### config.mk
export PLATFORM = sky130hd
export DESIGN_NAME = interface_switch_1to2_flat
export DESIGN_NICKNAME = d
export VERILOG_FILES = /design/src/rtl/interface_switch_1to2_if.sv /design/src/rtl/interface_switch_1to2.sv /design/src/flat_wrapper.sv
export SDC_FILE = /design/constraint.sdc
export NUM_CORES = 1
export LEC_CHECK = 0
export ABC_AREA = 1
export CAP_MARGIN = 20
export CORE_ASPECT_RATIO = 1.25
export CORE_MARGIN = 2
export CORE_UTILIZATION = 45
export DETAILED_ROUTE_END_ITERATION = 16
export PLACE_DENSITY = 0.84
export REMOVE_ABC_BUFFERS = 1
export SETUP_SLACK_MARGIN = 0.1
export SYNTH_ARGS = -nofsm -noshare
export SYNTH_HDL_FRONTEND = slang
export SYNTH_SLANG_ARGS = --single-unit
### constraint.sdc
create_clock -name i_clk -period 2.1 [get_ports i_clk]
set_input_delay 0.63 -clock i_clk [delete_from_list [all_inputs] [get_ports i_clk]]
set_output_delay 0.63 -clock i_clk [all_outputs]
set_load 0.01 [all_outputs]
### src/rtl/interface_switch_1to2_if.sv
// interface_switch_1to2_if: received byte stream in, network/ctrl byte streams and statistics out
// Optional o_switch_pending signal exists only when INTERFACE_SWITCH_PENDING_EN is defined.
interface interface_switch_1to2_if #(
    parameter int CNT_WIDTH = 16
);
    logic                 i_interface_type;
    logic [7:0]           iv_data;
    logic                 i_data_wr;
    logic [7:0]           ov_data_network;
    logic                 o_data_wr_network;
    logic [7:0]           ov_data_ctrl;
    logic                 o_data_wr_ctrl;
    logic [CNT_WIDTH-1:0] ov_frame_cnt_network;
    logic [CNT_WIDTH-1:0] ov_frame_cnt_ctrl;
    logic [CNT_WIDTH-1:0] ov_trunc_cnt;
`ifdef INTERFACE_SWITCH_PENDING_EN
    logic                 o_switch_pending;
    modport master (
        output i_interface_type, iv_data, i_data_wr,
        input  ov_data_network, o_data_wr_network, ov_data_ctrl, o_data_wr_ctrl,
        input  ov_frame_cnt_network, ov_frame_cnt_ctrl, ov_trunc_cnt, o_switch_pending
    );
    modport slave (
        input  i_interface_type, iv_data, i_data_wr,
        output ov_data_network, o_data_wr_network, ov_data_ctrl, o_data_wr_ctrl,
        output ov_frame_cnt_network, ov_frame_cnt_ctrl, ov_trunc_cnt, o_switch_pending
    );
`else
    modport master (
        output i_interface_type, iv_data, i_data_wr,
        input  ov_data_network, o_data_wr_network, ov_data_ctrl, o_data_wr_ctrl,
        input  ov_frame_cnt_network, ov_frame_cnt_ctrl, ov_trunc_cnt
    );
    modport slave (
        input  i_interface_type, iv_data, i_data_wr,
        output ov_data_network, o_data_wr_network, ov_data_ctrl, o_data_wr_ctrl,
        output ov_frame_cnt_network, ov_frame_cnt_ctrl, ov_trunc_cnt
    );
`endif
endinterface

### src/rtl/interface_switch_1to2.sv
// interface_switch_1to2: dispatches whole frames to network or ctrl output, truncating at MAX_LEN.
// Define INTERFACE_SWITCH_PENDING_EN to add o_switch_pending (deferred selection change flag).
module interface_switch_1to2 #(
    parameter int MAX_LEN   = 1522,
    parameter int LEN_WIDTH = 11,
    parameter int CNT_WIDTH = 16
) (
    input logic                    i_clk,
    input logic                    i_rst,
    interface_switch_1to2_if.slave bus
);
    localparam logic [1:0] WAIT_GAP = 2'd0;
    localparam logic [1:0] IDLE     = 2'd1;
    localparam logic [1:0] FWD      = 2'd2;
    localparam logic [1:0] DISCARD  = 2'd3;
    localparam logic [LEN_WIDTH-1:0] MAX_L = LEN_WIDTH'(MAX_LEN);

    logic [1:0]           r_state;
    logic                 r_sel;
    logic [LEN_WIDTH-1:0] r_len;
    logic [7:0]           r_data_net;
    logic [7:0]           r_data_ctrl;
    logic                 r_wr_net;
    logic                 r_wr_ctrl;
    logic [CNT_WIDTH-1:0] r_cnt_net;
    logic [CNT_WIDTH-1:0] r_cnt_ctrl;
    logic [CNT_WIDTH-1:0] r_cnt_trunc;
    logic [1:0]           w_next;
    logic                 w_start;
    logic                 w_fwd;
    logic                 w_trunc;
    logic                 w_eof;
    logic                 w_accept;
    logic                 w_sel;

    always_comb begin
        w_start  = r_state == IDLE && bus.i_data_wr;
        w_fwd    = r_state == FWD && bus.i_data_wr && r_len < MAX_L;
        w_trunc  = r_state == FWD && bus.i_data_wr && r_len >= MAX_L;
        w_eof    = r_state == FWD && !bus.i_data_wr;
        w_accept = w_start || w_fwd;
        // destination is only resampled at start of frame
        w_sel    = w_start ? bus.i_interface_type : r_sel;
        w_next   = !bus.i_data_wr ? IDLE : r_state == IDLE ? FWD : w_trunc ? DISCARD : r_state;
    end

    always_ff @(posedge i_clk) begin
        if (i_rst) begin
            r_state     <= WAIT_GAP;
            r_sel       <= 1'b0;
            r_len       <= '0;
            r_data_net  <= '0;
            r_data_ctrl <= '0;
            r_wr_net    <= 1'b0;
            r_wr_ctrl   <= 1'b0;
            r_cnt_net   <= '0;
            r_cnt_ctrl  <= '0;
            r_cnt_trunc <= '0;
        end else begin
            r_state     <= w_next;
            r_sel       <= w_sel;
            r_len       <= w_start ? LEN_WIDTH'(1) : w_fwd ? r_len + LEN_WIDTH'(1) : !bus.i_data_wr ? '0 : r_len;
            r_wr_net    <= w_accept && !w_sel;
            r_wr_ctrl   <= w_accept && w_sel;
            r_data_net  <= (w_accept && !w_sel) ? bus.iv_data : '0;
            r_data_ctrl <= (w_accept && w_sel) ? bus.iv_data : '0;
            r_cnt_net   <= r_cnt_net + CNT_WIDTH'(w_eof && !r_sel);
            r_cnt_ctrl  <= r_cnt_ctrl + CNT_WIDTH'(w_eof && r_sel);
            r_cnt_trunc <= r_cnt_trunc + CNT_WIDTH'(w_trunc);
        end
    end

    assign bus.ov_data_network      = r_data_net;
    assign bus.o_data_wr_network    = r_wr_net;
    assign bus.ov_data_ctrl         = r_data_ctrl;
    assign bus.o_data_wr_ctrl       = r_wr_ctrl;
    assign bus.ov_frame_cnt_network = r_cnt_net;
    assign bus.ov_frame_cnt_ctrl    = r_cnt_ctrl;
    assign bus.ov_trunc_cnt         = r_cnt_trunc;

`ifdef INTERFACE_SWITCH_PENDING_EN
    logic r_pending;

    always_ff @(posedge i_clk) begin
        if (i_rst) r_pending <= 1'b0;
        else r_pending <= (r_state == FWD || r_state == DISCARD) && bus.i_interface_type != r_sel;
    end

    assign bus.o_switch_pending = r_pending;
`endif
endmodule

### src/flat_wrapper.sv
// flat-port wrapper written by rule: the top's interface ports become plain ports
module interface_switch_1to2_flat 
#(
    parameter int MAX_LEN   = 1522,
    parameter int LEN_WIDTH = 11,
    parameter int CNT_WIDTH = 16
)
  (i_clk, i_rst, bus_i_interface_type, bus_iv_data, bus_i_data_wr, bus_ov_data_network, bus_o_data_wr_network, bus_ov_data_ctrl, bus_o_data_wr_ctrl, bus_ov_frame_cnt_network, bus_ov_frame_cnt_ctrl, bus_ov_trunc_cnt);
  interface_switch_1to2_if #(.CNT_WIDTH(CNT_WIDTH)) bus_i ();
  input logic i_clk;
  input logic i_rst;
  input wire logic [$bits(bus_i.i_interface_type)-1:0] bus_i_interface_type;
  input wire logic [$bits(bus_i.iv_data)-1:0] bus_iv_data;
  input wire logic [$bits(bus_i.i_data_wr)-1:0] bus_i_data_wr;
  output wire logic [$bits(bus_i.ov_data_network)-1:0] bus_ov_data_network;
  output wire logic [$bits(bus_i.o_data_wr_network)-1:0] bus_o_data_wr_network;
  output wire logic [$bits(bus_i.ov_data_ctrl)-1:0] bus_ov_data_ctrl;
  output wire logic [$bits(bus_i.o_data_wr_ctrl)-1:0] bus_o_data_wr_ctrl;
  output wire logic [$bits(bus_i.ov_frame_cnt_network)-1:0] bus_ov_frame_cnt_network;
  output wire logic [$bits(bus_i.ov_frame_cnt_ctrl)-1:0] bus_ov_frame_cnt_ctrl;
  output wire logic [$bits(bus_i.ov_trunc_cnt)-1:0] bus_ov_trunc_cnt;
  assign bus_i.i_interface_type = bus_i_interface_type;
  assign bus_i.iv_data = bus_iv_data;
  assign bus_i.i_data_wr = bus_i_data_wr;
  assign bus_ov_data_network = bus_i.ov_data_network;
  assign bus_o_data_wr_network = bus_i.o_data_wr_network;
  assign bus_ov_data_ctrl = bus_i.ov_data_ctrl;
  assign bus_o_data_wr_ctrl = bus_i.o_data_wr_ctrl;
  assign bus_ov_frame_cnt_network = bus_i.ov_frame_cnt_network;
  assign bus_ov_frame_cnt_ctrl = bus_i.ov_frame_cnt_ctrl;
  assign bus_ov_trunc_cnt = bus_i.ov_trunc_cnt;
  interface_switch_1to2 #(.MAX_LEN(MAX_LEN), .LEN_WIDTH(LEN_WIDTH), .CNT_WIDTH(CNT_WIDTH)) u_core (.i_clk(i_clk), .i_rst(i_rst), .bus(bus_i));
endmodule
==> impl_metrics.ini <==
[clocking]
clockBufferDepth = 2
clk_latency_ps = 370
cts_hold_buffers = 0
numCtsBuffers = 9
clockRootBuffer = clkbuf_8
cts_tree = built
cts_sinks = 80
htree_levels = 3
path_clk_slew_ps = 90

[drt]
wl_per_cell_um = 13.33
via_count = 3514
viasPerCell = 5.006
drc = 0
postRouteAntennaNets = 0
route.final.wire_length_mm = 9.358
dr.pass1.iters = 4
drt-initial-drc-count = 243

[power_and_ir_drop]
p_leak_uw = 0.002194
vdd_ir_drop_max_uv = 615.9
powerDensity_mw_per_mm2 = 526.4
total_power_uw = 2763

[critical_path]
rr_worst_depth = 14
reg2reg_to = u_core.r_state[0]
worstSetupPathType = reg -> reg
worstSetupStartpointType = register
cp_slowest_cell = dfxtp_2
max_stage_delay_ps = 350
cp_num_buf_inv = 9
r2r-start = u_core.r_len[4]
end_kind = register
cp_max_fo = 2
cpMostUsedCell = buf_4
cp_data_required_time_ps = 2400
r2r_setup_slack_ps = -70
cp.arrival_ps = 2470
path_cells = inv_2, nor2_4, nand3_2, o31ai_4, nand2_2, buf_4, buf_4, buf_4, buf_4, buf_4, buf_4, buf_4, buf_4, a21oi_2
critPathTopFamily = buffers and inverters

[logic_synthesis]
ys_seq_elements = 80
yosys_warnings = 0
yosysSeqAreaShare = 0.4661
synthArstFlopShare = 0
syn_area_per_cell_um2 = 7.437
yosys_most_used_dff = dfxtp_1
netlist_area_mm2 = 0.003436
synth-edff-count = 0
postSynthCellCount = 462
synthDistinctLibCells = 33

[placed_design]
place_ws_ps = -748.2
globalplace.congestion = 0.8950
dp.final_hpwl_mm = 5.946
io_buffers = 77

[timing]
finalCritPeriodShare = 1.032
post-route-min-period_ps = 2167
setup_violations = 4
finalClockSkew_ps = 11.22
slew_viol_final = 0
worst_slack_ps = -67.14
worst_pin_slew_ps = 417.5
maxSlewHeadroom = 0.7210
fmaxAchievable_mhz = 461.4
rsz0062_at_grt = yes
fin_setup_tns_ps = -122.5
hold_viol_final = 0

[floorplanning]
die_height_um = 101.7
start_util = 0.4642
coreArea_mm2 = 0.007401
io_pins = 78
die_w_um = 82.16
num_rows = 35
die_area_mm2 = 0.008355

[grt]
grt_max_degree = 17
grt_pass1_vias = 3408
grt_usage = 0.2313
gr-total-overflow = 0
antenna_found_initial = 0
grt_pass1_wl_mm = 14.76

[hold_path]
hold_path_class = reg -> reg
worstHoldEndpoint = u_core.bus.ov_frame_cnt_ctrl[15]
worstHoldPathCells = 2
holdCritStartpoint = u_core.bus.ov_frame_cnt_ctrl[15]

[cells_and_area]
synthToLayoutAreaGrowth_pct = 52.80
fin_nets = 625
drive_above_1_share = 0.3033
antenna_cells = 0

[outcome]
failed_checks = setup timing
outcome = finished, violations left

[job]
maxCapViolCount = 0
-- power by group --
group	total [uW]	internal [uW]	switching [uW]
combinational	136	60.0	75.5
clock	1090	451	643
sequential	1530	1530	7.08
total	2760	2040	725
-- sequential cells by signal, summed over array words and instances, names as in the netlist --
register	cells
u_core.bus.ov_frame_cnt_ctrl	16
u_core.bus.ov_frame_cnt_network	16
u_core.bus.ov_trunc_cnt	16
u_core.r_len	11
u_core.bus.ov_data_ctrl	8
u_core.bus.ov_data_network	8
u_core.r_state	2
u_core.bus.o_data_wr_ctrl	1
u_core.bus.o_data_wr_network	1
u_core.r_sel	1
-- layer usage --
| layer | vias to the layer above | track usage | part of all wire |
|---|---|---|---|
| li1 | 1757 | - | - |
| met2 | 98 | 0.4021 | 0.53 |
| met3 | 37 | 0.06684 | 0.056 |
| met4 | 0 | 0.1308 | 0.044 |
| met5 | - | 0 | 0 |
| met1 | 1622 | 0.2462 | 0.37 |
-- cells in the mapped netlist (3+ instances only) --
library cell | n | area (um^2)
o21ai_0 | 13 | 65.06
nand4_1 | 8 | 50.05
nor3_1 | 19 | 95.09
nand3_1 | 27 | 135.1
inv_1 | 64 | 240.2
xor2_1 | 6 | 52.55
nor2_1 | 70 | 262.8
a211oi_1 | 3 | 22.52
nand3_2 | 3 | 30.03
nand2_1 | 80 | 300.3
xnor2_1 | 5 | 43.79
ha_1 | 8 | 100.1
nand2_2 | 3 | 18.77
clkbuf_1 | 5 | 18.77
dfxtp_1 | 80 | 1602
a31oi_1 | 3 | 18.77
nor2_2 | 9 | 56.30
a21oi_1 | 34 | 170.2
inv_2 | 6 | 22.52
-- logic make-up after synthesis --
kind of cell | count (synthesis) | synth area share
flops | 80 | 0.4661
compound gates | 58 | 0.09104
fa+ha+maj | 8 | 0.02913
xor+xnor | 11 | 0.02804
buf+inv | 78 | 0.08776
simple gates | 227 | 0.2979
-- area by class of cell --
type	count	area, um^2
clock buffer	9	123.9
multi-input combinational	304	1802
fill	542	2151
tap	92	115.1
inverter	70	262.8
clock inverter	7	66.31
sequential	80	1639
timing repair buffer	140	1241
-- cells in the final DEF (no fill, tap or decap), drive strengths merged, types with 2 or more instances in the layout --
cell type	instances
nor2	80
o21a	2
clkinv	3
clkinvlp	2
nand2	84
a21oi	34
nor3	21
nand4	8
clkbuf	9
dlymetal6s2s	2
or2	2
o21ai	15
dlygate4sd2	5
inv	72
nand3	30
dfxtp	80
xor2	6
a31oi	3
xnor2	5
buf	64
ha	8
a211oi	3
clkdlybuf4s50	69
-- worst max-delay path by stage --
| stage | to | start | cells after the start |
|---|---|---|---|
| after floorplan | u_core.bus.ov_trunc_cnt[14] | bus_i_data_wr | 16 |
| final | u_core.r_state[0] | u_core.r_len[4] | 14 |
| after CTS | u_core.bus.ov_trunc_cnt[14] | u_core.r_len[4] | 16 |
| after global placement | u_core.bus.ov_trunc_cnt[14] | bus_i_data_wr | 17 |
| after detailed placement | u_core.bus.ov_trunc_cnt[14] | bus_i_data_wr | 17 |
| after global routing | u_core.bus.ov_trunc_cnt[13] | u_core.r_len[1] | 18 |
-- metrics by stage --
stage	area (um^2)	hold slack, ps	utilization	instances
after floorplan	3397	475.3	-	454
after global placement	4591	463.3	0.6203	664
after detailed placement	4591	476.0	0.6203	664
after CTS	5067	488.9	0.6847	696
after global routing	5250	515.3	0.7094	702
final	5250	481.4	0.7094	702
-- repair_timing --
action / CTS / global route
pin swaps: 18 / 19
setup buffers: 16 / 6
endpoints found under the setup margin: 38 / 46
hold endpoints to repair: 0 / 0
resized for setup: 64 / 49
-- tightest hold or removal path, delay by kind of cell (launching register included) --
kind / cells / cell delay [ps]
flops: 1 / 330
simple gates: 1 / 60
compound gates: 1 / 50
No activity file was read; power rests on OpenSTA's default activity.
